===== config.mk =====
export PLATFORM = sky130hd
export DESIGN_NAME = alu_share_ctrl
export DESIGN_NICKNAME = d
export VERILOG_FILES = /design/src/rtl/y86_alu_pkg.sv /design/src/rtl/add64bit.sv /design/src/rtl/alu_share_ctrl.sv
export SDC_FILE = /design/constraint.sdc
export NUM_CORES = 1
export LEC_CHECK = 0
export CORE_MARGIN = 4
export CORE_UTILIZATION = 40
export CTS_BUF_LIST = sky130_fd_sc_hd__clkbuf_8 sky130_fd_sc_hd__clkbuf_16
export DETAILED_ROUTE_END_ITERATION = 7
export PLACE_DENSITY = 0.7
export SLEW_MARGIN = 20
export SYNTH_ARGS = -nofsm -noshare
export SYNTH_HDL_FRONTEND = slang
export SYNTH_SLANG_ARGS = --single-unit

===== constraint.sdc =====
create_clock -name clk -period 9.4 [get_ports clk]
set_input_delay 0.94 -clock clk [delete_from_list [all_inputs] [get_ports clk]]
set_output_delay 0.94 -clock clk [all_outputs]
set_load 0.01 [all_outputs]

===== src/rtl/y86_alu_pkg.sv =====
// Shared types for the Y86-64 OPq unit: op codes, controller states, latched request.
package y86_alu_pkg;

    localparam int DATA_W = 64;

    typedef enum logic [1:0] {
        ALU_ADD = 2'd0,
        ALU_SUB = 2'd1,
        ALU_AND = 2'd2,
        ALU_XOR = 2'd3
    } alu_op_t;

    typedef enum logic [1:0] {
        ST_IDLE = 2'd0,
        ST_NEG  = 2'd1,
        ST_EXEC = 2'd2,
        ST_RESP = 2'd3
    } state_t;

    typedef struct packed {
        alu_op_t             op;
        logic                id;
        logic [DATA_W-1:0]   a;
        logic [DATA_W-1:0]   b;
    } req_t;

endpackage


===== src/rtl/add64bit.sv =====
// 64-bit adder exposing signed overflow as carry-into-msb xor carry-out.
module add64bit (
    input  logic [63:0] a,
    input  logic [63:0] b,
    output logic [63:0] sum,
    output logic        of
);
    logic c63;
    logic c64;

    assign {c63, sum[62:0]} = {1'b0, a[62:0]} + {1'b0, b[62:0]};
    assign {c64, sum[63]}   = {1'b0, a[63]} + {1'b0, b[63]} + {1'b0, c63};
    assign of = c63 ^ c64;

endmodule


===== src/rtl/alu_share_ctrl.sv =====
// Round-robin sequencer for one shared add64bit between two OPq requesters.
// SUB runs as two adder passes (b := -b, then a + b); AND/XOR skip the adder.
module alu_share_ctrl
    import y86_alu_pkg::*;
#(
    parameter int DATA_W  = 64,
    parameter bit RR_INIT = 1'b1
) (
    input  logic              clk,
    input  logic              rst_n,
    input  logic              req0_valid,
    output logic              req0_ready,
    input  logic [1:0]        req0_op,
    input  logic [DATA_W-1:0] req0_a,
    input  logic [DATA_W-1:0] req0_b,
    input  logic              req1_valid,
    output logic              req1_ready,
    input  logic [1:0]        req1_op,
    input  logic [DATA_W-1:0] req1_a,
    input  logic [DATA_W-1:0] req1_b,
    output logic              rsp_valid,
    input  logic              rsp_ready,
    output logic              rsp_id,
    output logic [DATA_W-1:0] rsp_result,
    output logic              rsp_zf,
    output logic              rsp_sf,
    output logic              rsp_of,
    output logic              busy
);
    state_t            state, state_n;
    req_t              req_q;
    logic [DATA_W-1:0] b_orig_q;
    logic              last_grant;
    logic              accept;
    alu_op_t           op_sel;
    logic [DATA_W-1:0] add_a, add_b, add_sum;
    logic              add_of;
    logic [DATA_W-1:0] res_c;
    logic              of_c;

    // A tie goes to whoever did not win last; a lone requester always wins.
    assign req0_ready = (state == ST_IDLE) && req0_valid && (!req1_valid || last_grant);
    assign req1_ready = (state == ST_IDLE) && req1_valid && (!req0_valid || !last_grant);
    assign accept     = req0_ready || req1_ready;
    assign op_sel     = alu_op_t'(req1_ready ? req1_op : req0_op);

    assign rsp_valid  = (state == ST_RESP);
    assign busy       = (state != ST_IDLE);

    always_comb begin
        add_a = '0;
        add_b = '0;
        if (state == ST_NEG) begin
            add_a = ~req_q.b;
            add_b = {{(DATA_W-1){1'b0}}, 1'b1};
        end else if (state == ST_EXEC && (req_q.op == ALU_ADD || req_q.op == ALU_SUB)) begin
            add_a = req_q.a;
            add_b = req_q.b;
        end
    end

    add64bit u_add (
        .a   (add_a),
        .b   (add_b),
        .sum (add_sum),
        .of  (add_of)
    );

    // SUB overflow uses the original b: negating INT_MIN wraps to itself.
    always_comb begin
        res_c = add_sum;
        of_c  = 1'b0;
        case (req_q.op)
            ALU_ADD: of_c = add_of;
            ALU_SUB: of_c = (req_q.a[DATA_W-1] != b_orig_q[DATA_W-1]) &&
                            (add_sum[DATA_W-1] != req_q.a[DATA_W-1]);
            ALU_AND: res_c = req_q.a & req_q.b;
            ALU_XOR: res_c = req_q.a ^ req_q.b;
            default: ;
        endcase
    end

    always_comb begin
        state_n = state;
        case (state)
            ST_IDLE: if (accept) state_n = (op_sel == ALU_SUB) ? ST_NEG : ST_EXEC;
            ST_NEG:  state_n = ST_EXEC;
            ST_EXEC: state_n = ST_RESP;
            ST_RESP: if (rsp_ready) state_n = ST_IDLE;
            default: state_n = ST_IDLE;
        endcase
    end

    always_ff @(posedge clk) begin
        if (!rst_n) begin
            state      <= ST_IDLE;
            req_q      <= '0;
            b_orig_q   <= '0;
            last_grant <= RR_INIT;
            rsp_id     <= 1'b0;
            rsp_result <= '0;
            rsp_zf     <= 1'b0;
            rsp_sf     <= 1'b0;
            rsp_of     <= 1'b0;
        end else begin
            state <= state_n;
            if (accept) begin
                req_q.op   <= op_sel;
                req_q.id   <= req1_ready;
                req_q.a    <= req1_ready ? req1_a : req0_a;
                req_q.b    <= req1_ready ? req1_b : req0_b;
                b_orig_q   <= req1_ready ? req1_b : req0_b;
                last_grant <= req1_ready;
            end
            if (state == ST_NEG) req_q.b <= add_sum;
            if (state == ST_EXEC) begin
                rsp_id     <= req_q.id;
                rsp_result <= res_c;
                rsp_zf     <= (res_c == '0);
                rsp_sf     <= res_c[DATA_W-1];
                rsp_of     <= of_c;
            end
        end
    end

endmodule


==> impl_metrics.toml <==
[floorplanning]
initial_utilization = 0.403
std_cell_rows = 75
chipHeight_um = 213
die-width_um = 213
io_pins = 337
placeableCoreArea_um2 = 41900
floorplan.die_area_um2 = 45600

[pwr]
seq_power_share = 0.267
power_report.internal_total_mw = 3.05
power_per_cell_area_nw_per_um2 = 276
power.share.combinational = 0.577
switching_share = 0.477
power.static_leakage_nw = 8.48
power_frac_clock = 0.155
switchingPower_mw = 2.78
peakVddDrop_uv = 157

[detailed_routing]
antenna_violating_nets_post_route = 0
detailedRoute.firstIterationViolations = 1459
drt-vias-per-instance = 5.81
routed-via-count = 18111
remaining_drc_errors = 0
drt_wl_total_um = 63100
dr.pass1.iters = 7
wl_per_cell_um = 20.2

[clock_tree]
post_cts_resize_count = 0
post-cts-setup-buffer-count = 0
clk_transition_reported_paths_ps = 60
cts_hold_repair.buffers = 0
cts_made_buffers = 24
cts_max_level = 1
max_buffers_root_to_sink = 3
clockRootBuffer = "clkbuf_16"
numClockSinks = 202
cts_tree = "done"
worst_skew_pair.late_latency_ps = 560

[synthesis]
synth_sequential_area_ratio = 0.240
yosys-mux-area-fraction = 0.0624
synth_simple_gate_area_frac = 0.261
yosys_register_bits = 202
postSynthAreaPerCell_um2 = 7.15
synth_edf_count = 0
ys_async_sr_fraction = 0
synth_xor_xnor_area_share = 0.0299
mappedNetlistArea_um2 = 16900
syn_nets = 2760
synth_warnings = 0
yosys.area.top_type_share = 0.240
yosys.cell_types.count = 87
number_of_instances_in_the_synthesized_netlist = 2361
dominantRegCellSynth = "dfxtp_1"
synth_fa_ha_area_frac = 0.100
synth_top_cells_by_area = "dfxtp_1, nand2_1, ha_1"
synth_top_family_by_area = "simple AND/OR/NAND/NOR gates"
yosys.area.top_type = "dfxtp_1"
synth-compound-area-share = 0.253

[timing]
achievable-frequency_ghz = 0.123
worst_case_headroom_to_the_max_slew_limit = 0.341
period_share = 0.868
hold_violations = 0
skew_ps = 40.1
timing.setup.tns_ps = 0
slew_violations = 0
grt_setup_unrepaired = "false"
worst_pin_slew_ps = 989
finalWorstPathRequiredPeriod_ps = 8160
final-setup-viol-count = 0

[setup_path]
worstPathRequired_ps = 9890
critPathArrivalTime_ps = 8640
path_max_fanout = 67
crit_path_top_delay_cell = "nor4b_1"
worst_path_most_repeated_cell = "nand4_1"
cpPeakStageDelay_ps = 580
setup.worst_path.end_class = "register"
startpoint_class = "register"
criticalPathCategory = "register to register"

[layout]
diodes = 0
synthesis_to_layout_area_growth_pct = 25.0
postLayoutCellArea_um2 = 21100
layout-drive-gt1-share = 0.0492
design.final.nets = 2961

[global_route]
grt_overflow = 0
via_count_of_the_first_global_routing_pass = 17236
grtUsageTotal = 0.265
grt_max_degree = 106
antenna_found_initial = 2
grt_first_pass_wirelength_um = 97500

[place]
placed_area_um2 = 20300
gp_congestion = 0.946
placement.io_buffers = 336
detailedPlacementHpwl_um = 48100

[run_status]
result_of_the_run = "finished, final reports clean"

[worst_hold_path]
hold_path.class = "register to register"

[flow_run]
cap_violations = 0
-- Yosys cell counts, types with 24 or more instances --
cell type,instances
o21ai_0,126
o21a_1,24
inv_1,27
nor3_1,28
nand2_1,465
mux2i_1,82
a311oi_1,129
ha_1,132
a21oi_1,185
o211ai_1,28
nor2_1,321
and2_1,67
dfxtp_1,202
nand4_1,36
clkbuf_1,141
xnor2_1,33
-- final timing paths --
check                           startpoint     end  slack (ps)  depth (start not counted)
worst min register to register      rsp_zf  rsp_zf         450                          2
worst min-delay path                rsp_zf  rsp_zf         450                          2
worst max register to register    state[1]  rsp_zf        1240                         29
worst max-delay path              state[1]  rsp_zf        1240                         29
-- critical path: cells and delay by family, from the launching register on --
family / cells / cell delay [ps]
simple gates: 15 / 3740
compound gates: 8 / 1950
fa+ha+maj: 3 / 1150
buf+inv: 2 / 640
flops: 1 / 410
mux: 1 / 120
-- layout make-up --
| class | instances | area (µm²) |
|---|---|---|
| clock inverter | 15 | 105 |
| tap | 539 | 674 |
| inverter | 31 | 124 |
| fill | 4204 | 20700 |
| clock buffer | 29 | 669 |
| multi-input combinational | 1945 | 12000 |
| sequential | 202 | 4050 |
| timing repair buffer | 358 | 3530 |
-- placed cells by master (no fill, tap or decap), types with 36 or more instances in the layout --
cell,instances
o21ai_0,126
a311oi_1,129
nor2_1,320
nand2_1,465
dfxtp_1,200
ha_1,130
and2_1,67
clkdlybuf4s50_1,336
nand4_1,36
mux2i_1,82
a21oi_1,185
-- through the flow --
step | total power [mW] | worst slack [ps] | cells | utilization | hold WS [ps]
2_1_floorplan | 3.78 | 1600 | 2361 | - | 450
3_3_place_gp | 4.85 | 1590 | 3075 | 0.486 | 437
3_5_place_dp | 4.91 | 1270 | 3075 | 0.486 | 442
4_1_cts | 5.85 | 1250 | 3119 | 0.504 | 455
5_1_grt | 6.31 | 734 | 3119 | 0.504 | 484
6_report | 5.84 | 1240 | 3119 | 0.504 | 454
-- state kept, by name (all words and copies together), names as in the netlist --
signal,count
last_grant,1
b_orig_q,1
rsp_id,1
state,2
rsp_zf,1
req_q,131
rsp_of,1
rsp_result,64
-- cells by family after synthesis --
| group | count (synthesis) |
|---|---|
| AO/OA/AOI/OAI | 638 |
| XOR/XNOR | 56 |
| flip-flops | 202 |
| buffers and inverters | 214 |
| AND/OR/NAND/NOR | 1015 |
| multiplexers | 102 |
| adder cells (fa/ha/maj) | 134 |
-- power groups by stage --
stage	sequential (mW)	combinational, mW	clock, mW
after floorplan	1.43	2.35	0
after global placement	1.56	3.29	0
after detailed placement	1.57	3.34	0
after CTS	1.56	3.36	0.928
after global routing	1.60	3.75	0.957
final	1.56	3.37	0.907
-- metal layers --
metal,share of wire,GRT usage,wire [µm]
met5,0.00041,0,26
met3,0.079,0.0603,4960
met2,0.43,0.410,27100
met4,0.020,0.0505,1270
met1,0.47,0.384,29700
(Power assumes the default switching activity.)
